==> src/rtl/tt_lookup.sv <==
// Combinational truth-table lookup: compares the observed output against the
// expected table entry for the applied vector and decodes the vector to a
// one-hot minterm mask.
// Ports:
//   vec      applied input vector (MSB = first function input)
//   f        observed device output
//   truth    expected table, bit i = expected f for vector i
//   mismatch f differs from truth[vec]
//   minterm  one-hot decode of vec
module tt_lookup #(
  parameter int unsigned N_IN = 3
) (
  input  logic [N_IN-1:0]        vec,
  input  logic                   f,
  input  logic [(2**N_IN)-1:0]   truth,
  output logic                   mismatch,
  output logic [(2**N_IN)-1:0]   minterm
);

  always_comb begin
    minterm      = '0;
    minterm[vec] = 1'b1;
    mismatch     = f ^ truth[vec];
  end

endmodule

==> config.mk <==
export PLATFORM = sky130hd
export DESIGN_NAME = tt_lookup
export DESIGN_NICKNAME = d
export VERILOG_FILES = /design/src/rtl/tt_lookup.sv
export SDC_FILE = /design/constraint.sdc
export NUM_CORES = 1
export LEC_CHECK = 0
export CAP_MARGIN = 10
export CORE_AREA = 2 2 39 41
export DETAILED_ROUTE_END_ITERATION = 16
export DIE_AREA = 0 0 41 43
export SETUP_SLACK_MARGIN = 0.3
export SYNTH_ARGS = -nofsm -noshare
export SYNTH_HDL_FRONTEND = slang
export SYNTH_SLANG_ARGS = --single-unit
==> constraint.sdc <==
create_clock -name vclk -period 1.4
set_input_delay 0.14 -clock vclk [all_inputs]
set_output_delay 0.14 -clock vclk [all_outputs]
set_load 0.02 [all_outputs]
Word-level counts from Yosys, hierarchy flattened --
Index checks and enable logic that the tools add are counted.
Word-level totals: flip-flop bits (word level) 0, output and inout bits 9, word-level logic and storage cells 8
Cells by class: $lt $le $gt $ge 2, multiplexer cells 4, bitwise gates (word level) 1, reductions and logical operators 1
Operators with widths (number):
- $lt 3x4->1 const B | 1
- $bmux 1 s3 | 1
- $demux 1 s3 | 1
- $ge 3x1->1 const B | 1
- $mux 1 | 2
- $logic_and 1x1->1 | 1
- $xor 1x1->1 | 1

Depth between registers and ports, before layout --
Gate-level depths: netlist of run 1.
depth after elaboration 4, gate-level depth with buffers 5, gate-level depth less buffers 4

Worst setup path before layout of run 1 --
Ideal clock, no wire load.
path kind input to output, start in vec[1], end out mismatch, arrival 1028 ps, path slack 232 ps, cell stages on the path 5, cells stage by stage buf_6 -> mux2i_1 -> o32ai_1 -> nor2_1 -> xnor2_1
On the way: word-level cells in the longest chain between the ends 3
Ends and longest elaborated chain:
- from (decl) | line 13 | input logic [N_IN-1:0] vec,
- $bmux 1 s3 | line 23 | mismatch = f ^ truth[vec];
- $mux 1 (not written as such) | line 23
- $xor 1x1->1 | line 23
- to (decl) | line 16 | output logic mismatch,
No other way between the ends. The select of a mux whose other input is x is not followed.

Worst setup path in the final report of run 1 --
Same ends and word-level chain as after synthesis.

==> key figures, run 1 <==
Routing
  – Via count: 243
  – DRT Pass-1 Iters: 1
  – WL/cell: 8.719 um
  – Post-Route WL: 558 um
  – Post-route antenna net violation count: 0
  – Detailed router's first-iteration violation count: 0
  – Vias per cell: 3.797
  – # DRC: 0

GRT
  – Largest net degree at the start of global routing: 8
  – Initial antenna violation count: 0
  – First-pass GRT wire length: 765 um
  – Vias in the first global route: 218
  – Remaining global-route overflow: 0
  – GRT Resource Usage Total: 5.894%

Synthesis
  – Synthesized area per cell: 6.093 um^2
  – Synth area leaders: mux2i_1 (29%), nor2_1 (19%), nand2b_1 (8.9%), buf_6 (8.0%), nor3_1 (7.1%)
  – Cells after Synth: 23
  – Syn_nets: 35
  – Yosys cell types: 11
  – Seq/Total Area, Yosys: 0%
  – Synthesized cell area: 140.1 um^2
  – Yosys warns: 0
  – Leading area contributor after synthesis: mux2i_1
  – Post-synth top area share: 28.57%

Setup path
  – Cell family with most CP delay: buffers and inverters
  – Cell Chain, Critical Path: buf_8, mux2i_2, o32ai_2, nor2_2, xnor2_2, buf_4
  – Crit-path max FO: 5
  – Max incr delay on CP: 0.22 ns
  – WS Path Type: input pin to primary output
  – Slowest-stage cell, CP: mux2i_2
  – Worst path bufs/invs: 2
  – Worst Path Arrival: 0.98 ns
  – Setup crit start kind: input pin
  – CP Launch Point: vec[1]
  – Critical Path End Type: primary output
  – Critical Path RT: 1.26 ns

Final layout
  – Most common cell after layout, fill and taps aside: clkbuf_2
  – # diodes: 0
  – Commonest cells after routing, fill and taps aside: clkbuf_2 (10), buf_4 (7), nor2_1 (6)
  – Number of sequential cells: 0
  – Post-route insts no fill: 64
  – Clock buffer cells: 0
  – Register area: 0 um^2
  – Layout net count: 62
  – Share of layout cells above drive strength 1: 60.42%
  – Synthesis-to-layout area growth: 167.9%
  – Core Util, Final: 27.12%

Floorplan
  – Die Y-Extent: 43 um
  – I/O pin total: 21
  – Die area: 0.001763 mm^2
  – Chip width: 41 um
  – # rows: 14
  – Starting Density: 10.13%
  – Core area: 0.001384 mm^2

Power
  – Combinational Power Share: 100.0%
  – Max IR drop VDD: 0.1124 mV
  – LEAKAGE: 0.2057 nW
  – Pwr Density: 339.2 mW/mm^2
  – Sw frac: 45.62%
  – Share of power burned in the clock network: 0%
  – Total power: 127.3 uW
  – P_sw: 58.09 uW
  – Reg power frac: 0%
  – Internal Power: 69.23 uW

STA
  – Slew @ Worst Pin: 0.2169 ns
  – Max Transition Viols Final: 0
  – Tmin final: 1.122 ns
  – Worst slew margin: 85.54%
  – Final hold vios: 0
  – Number of setup violations in the final report: 0
  – RSZ-0062 raised after global routing: true
  – Fmax: 891.5 MHz
  – Fin crit share: 80.12%
  – Setup WS post-layout: 0.2783 ns

Placement
  – Inst Count DP: 64
  – Buffers added on ports: 21
  – Detail Placement HPWL: 475.8 um
  – Post-placement worst setup slack: -0.7806 ns
  – Routability cong.: 0.5368

Hold path
  – Hold_sp: vec[1]
  – HP Class: input pin to primary output

Clock tree
  – CTS Hold Bufs: 0

Status
  – Status: finished clean

Job
  – Max cap viols: 0
-- cells in the mapped netlist --
| cell | n |
|---|---|
| o32ai_1 | 1 |
| nor3_1 | 2 |
| nand2b_1 | 2 |
| buf_6 | 1 |
| inv_1 | 2 |
| o22ai_1 | 1 |
| xnor2_1 | 1 |
| mux2i_1 | 4 |
| nor2_1 | 7 |
| nand2_1 | 1 |
| buf_2 | 1 |
-- power groups by stage --
stage / Combinational, mW / Clock [mW] / Sequential (mW)
2_1_floorplan: 0.0586 / 0 / 0
3_3_place_gp: 0.134 / 0 / 0
3_5_place_dp: 0.134 / 0 / 0
4_1_cts: 0.129 / 0 / 0
5_1_grt: 0.138 / 0 / 0
6_report: 0.127 / 0 / 0
-- cells by family after synthesis --
group,share of synthesized area (%)
AND/OR/NAND/NOR,37.50
multiplexers,28.57
buffers and inverters,16.96
AO/OA/AOI/OAI,10.72
XOR/XNOR,6.251
-- layer usage --
layer  vias up  part of all wire (%)  wire [um]  track usage (%)
li1        126                     -          -                -
met1       106                    34        189            4.747
met2        11                    57        318            13.75
met3         0                   9.0         50                0
met4         0                     0          0                0
met5         -                     0          0                0
-- path summary, 6_finish.rpt --
| kind | endpoint | slack [ns] | cells after the start |
|---|---|---|---|
| hold / removal | minterm[1] | 0.55 | 3 |
| setup / recovery | mismatch | 0.28 | 6 |
-- tightest hold or removal path, stage by stage --
cell	delay, ns
buf_8	0.09
nor2_1	0.04
clkbuf_2	0.14
-- final cells by class --
| type | count | area [um^2] |
|---|---|---|
| Timing Repair Buffer | 27 | 196.4 |
| Fill cell | 167 | 1008 |
| Multi-Input combinational cell | 19 | 151.4 |
| Tap cell | 16 | 20.02 |
| Inverter | 2 | 7.507 |
-- stage by stage --
stage | hold slack, ns | instance area (um^2) | setup TNS (ns)
detailed placement | 1.387 | 406.6 | -4.507
global placement | 1.385 | 406.6 | -4.449
floorplan | 0.3631 | 147.6 | 0
global route | 0.5671 | 375.4 | 0
CTS | 0.6833 | 407.9 | 0
finish | 0.5501 | 375.4 | 0
-- what timing repair did --
action                     in CTS  in global routing
setup endpoints to repair       9                  8
pin swaps                       4                  4
setup buffers                   0                  0
resized for setup              57                 17
Power figures use the tool's default switching activity.
==> run 2, diff against run 1 <==
==> constraint.sdc (replaced) <==
create_clock -name vclk -period 1.05
set_input_delay 0.105 -clock vclk [all_inputs]
set_output_delay 0.105 -clock vclk [all_outputs]
set_load 0.02 [all_outputs]
==> run 2 against run 1 <==
The run now ends with setup timing left. Cell count down 1.6%. Sequential share of layout area unchanged. Routed wire length up 1.1%. Worst setup slack worse by 0.29 ns. Combinational power up 61%. Non-clock buffer count down 1. Design area up 25%. Worst hold slack worse by 0.089 ns. Die area unchanged. Power up 60%. Sequential cell count unchanged. Core utilization up 6.7 points. Largest cell class unchanged.
==> key figures, run 2 (synthesized netlist as in run 1, its figures left out) <==
Placement
  – Detail Placement HPWL: 434.2 um (was 475.8 um)
  – Routability cong.: 0.4751 (was 0.5368)
  – Buffers added on ports: 21 (unchanged)
  – Inst Count DP: 63 (was 64)
  – Placed cell area: 404.1 um^2 (was 406.6 um^2)

STA
  – Worst slew margin: 85.09% (was 85.54%)
  – Fin Setup TNS: -0.01346 ns (was 0 ns)
  – Hold WS: 0.4609 ns (was 0.5501 ns)
  – RSZ-0062 raised after global routing: true (unchanged)
  – Fin crit share: 101.3%
  – Number of setup violations in the final report: 1 (was 0)
  – Setup WS post-layout: -0.01346 ns (was 0.2783 ns)
  – Fmax: 940.3 MHz
  – Final hold vios: 0 (unchanged)
  – Max Transition Viols Final: 0 (unchanged)
  – Slew @ Worst Pin: 0.2237 ns (was 0.2169 ns)
  – Tmin final: 1.063 ns

Routing
  – # DRC: 0 (unchanged)
  – WL/cell: 8.952 um (was 8.719 um)
  – Detailed router's first-iteration violation count: 0 (unchanged)
  – Post-route antenna net violation count: 0 (unchanged)
  – DRT Pass-1 Iters: 1 (unchanged)
  – Via count: 250 (was 243)
  – Post-Route WL: 564 um (was 558 um)
  – Vias per cell: 3.968 (was 3.797)

Setup path
  – Cell family with most CP delay: compound AO/OA/AOI/OAI gates (was buffers and inverters)
  – WS Path Type: input pin to primary output (unchanged)
  – Crit-path max FO: 5 (unchanged)
  – Critical Path End Type: primary output (unchanged)
  – Worst Path Arrival: 0.96 ns (was 0.98 ns)
  – Worst setup path end: mismatch (unchanged)
  – CP Launch Point: vec[1] (unchanged)
  – Worst path bufs/invs: 2 (unchanged)
  – Critical Path RT: 0.94 ns (was 1.26 ns)
  – Max incr delay on CP: 0.27 ns (was 0.22 ns)
  – Setup crit start kind: input pin (unchanged)
  – Cell Chain, Critical Path: buf_8, mux2i_1, o32ai_2, nor2_2, xnor2_2, buf_4 (was buf_8, mux2i_2, o32ai_2, nor2_2, xnor2_2, buf_4)
  – Slowest-stage cell, CP: o32ai_2 (was mux2i_2)
  – WP depth: 6 (unchanged)

GRT
  – Remaining global-route overflow: 0 (unchanged)
  – Initial antenna violation count: 0 (unchanged)
  – First-pass GRT wire length: 772 um (was 765 um)
  – GRT Resource Usage Total: 5.694% (was 5.894%)
  – Vias in the first global route: 215 (was 218)
  – Largest net degree at the start of global routing: 9 (was 8)

Final layout
  – # diodes: 0 (unchanged)
  – Fill cells: 157 (was 167)
  – Clock buffer cells: 0 (unchanged)
  – Share of layout cells above drive strength 1: 70.21% (was 60.42%)
  – Most common cell after layout, fill and taps aside: buf_6 (was clkbuf_2)
  – Post-Layout Inst Area: 467.9 um^2 (was 375.4 um^2)
  – Number of sequential cells: 0 (unchanged)
  – Layout net count: 61 (was 62)
  – Commonest cells after routing, fill and taps aside: buf_6 (7), buf_4 (6), mux2i_1 (4), clkdlybuf4s15_1 (4) (was clkbuf_2 (10), buf_4 (7), nor2_1 (6))
  – Post-route insts no fill: 63 (was 64)
  – Synthesis-to-layout area growth: 233.9% (was 167.9%)
  – Register area: 0 um^2 (unchanged)

Power
  – Pwr Density: 435.2 mW/mm^2 (was 339.2 mW/mm^2)
  – Max IR drop VDD: 0.1085 mV (was 0.1124 mV)
  – Total power: 203.7 uW (was 127.3 uW)
  – LEAKAGE: 0.2228 nW (was 0.2057 nW)

Floorplan
  – Starting Density: 10.13% (unchanged)
  – I/O pin total: 21 (unchanged)
  – # rows: 14 (unchanged)
  – Core area: 0.001384 mm^2 (unchanged)
  – Chip width: 41 um (unchanged)
  – Die Y-Extent: 43 um (unchanged)
  – Die area: 0.001763 mm^2 (unchanged)

Hold path
  – HP Class: input pin to primary output (unchanged)

Job
  – Max cap viols: 0 (unchanged)

Clock tree
  – Postcts setup bufs: 0 (unchanged)
  – CTS Hold Bufs: 0 (unchanged)

Status
  – Status: finished with violations (was finished clean)
  – Violated checks: setup timing
run 2: changes by cell type in the layout (fill, tap and decap cells not counted), moves of 2 or more:
cell	before	now
clkbuf_2	10	2
buf_6	0	7
nor2_1	6	2
nor2_4	0	3
clkdlybuf4s15_1	2	4
run 2: power breakdown:
group	switching, mW	internal, mW	total (mW)
clock network	0	0	0
registers	0	0	0
logic	0.0892	0.114	0.204
total	0.0892	0.114	0.204
run 2: per-stage QoR:
stage,setup WS [ns],utilization (%)
after floorplan,0.05295,-
after global placement,-1.088,29.20
after detailed placement,-1.088,29.20
after CTS,-0.06926,30.83
after global routing,-0.06529,33.82
final,-0.01346,33.82
run 2: per-layer routing:
metal / GRT usage (%) / part of all wire [%] / up-vias
met5: 0 / 0 / -
met3: 0 / 11 / 0
met1: 5.696 / 29 / 114
li1: - / - / 125
met2: 12.19 / 60 / 11
met4: 0 / 0 / 0
run 2: what timing repair did:
item	CTS	global route
endpoints found under the hold margin	0	0
setup endpoints to repair	9	8
pin swaps	5	3
resized for setup	94	17
cloned	0	0
run 2: final cells by class:
type	count	area, um^2	share of cell area (%)
Multi-Input combinational cell	19	186.4	39.84
Timing Repair Buffer	26	254.0	54.28
Inverter	2	7.507	1.604
Tap cell	16	20.02	4.278
run 2: worst min-delay path by stage:
stage                      start    endpoint  slack (ns)  cells past startpoint
after CTS                 vec[1]  minterm[0]        0.49                      3
after floorplan           vec[2]  minterm[0]        0.29                      1
after global routing      vec[2]  minterm[2]        0.47                      3
after detailed placement       f    mismatch        1.32                      3
final                     vec[2]  minterm[2]        0.46                      3
after global placement         f    mismatch        1.33                      3
==> run 3, diff against run 2 <==
--- a/config.mk
+++ b/config.mk
@@ -9,6 +9,7 @@
 export CORE_AREA = 2 2 39 41
 export DETAILED_ROUTE_END_ITERATION = 16
 export DIE_AREA = 0 0 41 43
+export PLACE_DENSITY_LB_ADDON = 0.2
 export SETUP_SLACK_MARGIN = 0.3
 export SYNTH_ARGS = -nofsm -noshare
 export SYNTH_HDL_FRONTEND = slang
==> run 3 against run 2 <==
The flow now finishes without violations. Cell count up 9.5%. Sequential cell count unchanged. Die area unchanged. Global-route usage up 2.2 points. Worst setup slack better by 0.033 ns. Critical path depth unchanged. Via count up 8.8%. First-iteration DRC count unchanged. Non-clock buffer count up 6. Worst hold slack better by 0.11 ns. Design area up 10%. Count of clock-buffer cells in the layout unchanged.
==> key figures, run 3 (synthesized netlist as in run 1, its figures left out) <==
Status
  – Status: finished clean (was finished with violations)

GRT
  – First-pass GRT wire length: 1062 um (was 772 um)
  – Vias in the first global route: 274 (was 215)
  – Remaining global-route overflow: 0 (unchanged)
  – Initial antenna violation count: 0 (unchanged)
  – GRT Resource Usage Total: 7.900% (was 5.694%)
  – Largest net degree at the start of global routing: 7 (was 9)

Power
  – Pwr Density: 430.1 mW/mm^2 (was 435.2 mW/mm^2)
  – Max IR drop VDD: 0.1500 mV (was 0.1085 mV)
  – LEAKAGE: 0.2556 nW (was 0.2228 nW)
  – Total power: 221.7 uW (was 203.7 uW)

STA
  – RSZ-0062 raised after global routing: true (unchanged)
  – Worst slew margin: 85.31% (was 85.09%)
  – Setup WS post-layout: 0.01923 ns (was -0.01346 ns)
  – Fin Setup TNS: 0 ns (was -0.01346 ns)
  – Final hold vios: 0 (unchanged)
  – Fin crit share: 98.17% (was 101.3%)
  – Fmax: 970.2 MHz (was 940.3 MHz)
  – Max Transition Viols Final: 0 (unchanged)
  – Tmin final: 1.031 ns (was 1.063 ns)
  – Number of setup violations in the final report: 0 (was 1)
  – Slew @ Worst Pin: 0.2197 ns (was 0.2237 ns)

Final layout
  – Most common cell after layout, fill and taps aside: buf_6 (unchanged)
  – Core Util, Final: 37.25% (was 33.82%)
  – Register area: 0 um^2 (unchanged)
  – Synthesis-to-layout area growth: 267.9% (was 233.9%)
  – Share of layout cells above drive strength 1: 77.36% (was 70.21%)
  – Clock buffer cells: 0 (unchanged)
  – Post-Layout Inst Area: 515.5 um^2 (was 467.9 um^2)
  – Commonest cells after routing, fill and taps aside: buf_6 (13), buf_4 (7), clkbuf_2 (5) (was buf_6 (7), buf_4 (6), mux2i_1 (4), clkdlybuf4s15_1 (4))
  – Layout net count: 67 (was 61)
  – Number of sequential cells: 0 (unchanged)
  – # diodes: 0 (unchanged)

Setup path
  – Slowest-stage cell, CP: nor2_1 (was o32ai_2)
  – Crit-path max FO: 1 (was 5)
  – Critical Path End Type: primary output (unchanged)
  – Cell Chain, Critical Path: clkdlybuf4s15_1, mux2i_1, o22ai_1, nor2_1, xnor2_2, buf_4 (was buf_8, mux2i_1, o32ai_2, nor2_2, xnor2_2, buf_4)
  – Max incr delay on CP: 0.18 ns (was 0.27 ns)
  – Setup crit start kind: input pin (unchanged)
  – WS Path Type: input pin to primary output (unchanged)
  – Critical Path RT: 0.94 ns (about the same)
  – Worst Path Arrival: 0.93 ns (was 0.96 ns)
  – Worst path bufs/invs: 2 (unchanged)
  – Cell family with most CP delay: buffers and inverters (was compound AO/OA/AOI/OAI gates)

Floorplan
  – Core area: 0.001384 mm^2 (unchanged)
  – # rows: 14 (unchanged)
  – Die area: 0.001763 mm^2 (unchanged)
  – Chip width: 41 um (unchanged)
  – Die Y-Extent: 43 um (unchanged)
  – Starting Density: 10.13% (unchanged)
  – I/O pin total: 21 (unchanged)

Routing
  – Post-Route WL: 649 um (was 564 um)
  – # DRC: 0 (unchanged)
  – WL/cell: 9.406 um (was 8.952 um)
  – Detailed router's first-iteration violation count: 0 (unchanged)
  – Post-route antenna net violation count: 0 (unchanged)
  – DRT Pass-1 Iters: 1 (unchanged)
  – Vias per cell: 3.942 (was 3.968)
  – Via count: 272 (was 250)

Placement
  – Buffers added on ports: 21 (unchanged)
  – Post-placement worst setup slack: -1.037 ns (was -1.088 ns)
  – Detail Placement HPWL: 485.4 um (was 434.2 um)
  – Routability cong.: 0.6532 (was 0.4751)
  – Placed cell area: 419.2 um^2 (was 404.1 um^2)

Job
  – Max cap viols: 0 (unchanged)

Clock tree
  – CTS Hold Bufs: 0 (unchanged)

Hold path
  – HP Class: input pin to primary output (unchanged)
## run 3: changes by cell type in the layout (fill, tap and decap cells not counted), moves of 2 or more
| cell | before | now |
|---|---|---|
| nor3_2 | 0 | 2 |
| buf_6 | 7 | 13 |
| clkdlybuf4s15_1 | 4 | 1 |
| clkbuf_2 | 2 | 5 |
## run 3: final timing paths
path / from / to / slack, ns / depth (start not counted)
max: truth[6] / mismatch / 0.02 / 6
min: vec[1] / minterm[1] / 0.57 / 4
## run 3: layer usage
| metal | up-vias | wire [um] | GRT usage, % |
|---|---|---|---|
| li1 | 138 | - | - |
| met1 | 117 | 246 | 9.841 |
| met2 | 17 | 313 | 14.37 |
| met3 | 0 | 90 | 1.047 |
| met4 | 0 | 0 | 0 |
| met5 | - | 0 | 0 |
## run 3: stage by stage
step / hold slack (ns) / std cells
after floorplan: 0.2931 / 23
after global placement: 1.309 / 65
after detailed placement: 1.318 / 65
after CTS: 0.5652 / 65
after global routing: 0.5856 / 69
final: 0.5710 / 69
## run 3: final cells by class
class,count,area (um^2)
fillers,163,868.3
inverters,2,10.01
multi-input cells,19,181.4
well taps,16,20.02
repair buffers,32,304.0
## run 3: worst min-delay path, cell delays in order
cell,delay [ns]
buf_8,0.08
buf_6,0.12
nor2_4,0.04
buf_6,0.11
## run 3: where the power goes
group	internal, mW	switching, mW
Sequential	0	0
Combinational	0.129	0.0931
Clock	0	0
Total	0.129	0.0931
## run 3: timing repair
item,CTS,global route
setup endpoints to repair,9,9
pin swaps,6,6
setup buffers,0,4
resized for setup,105,14
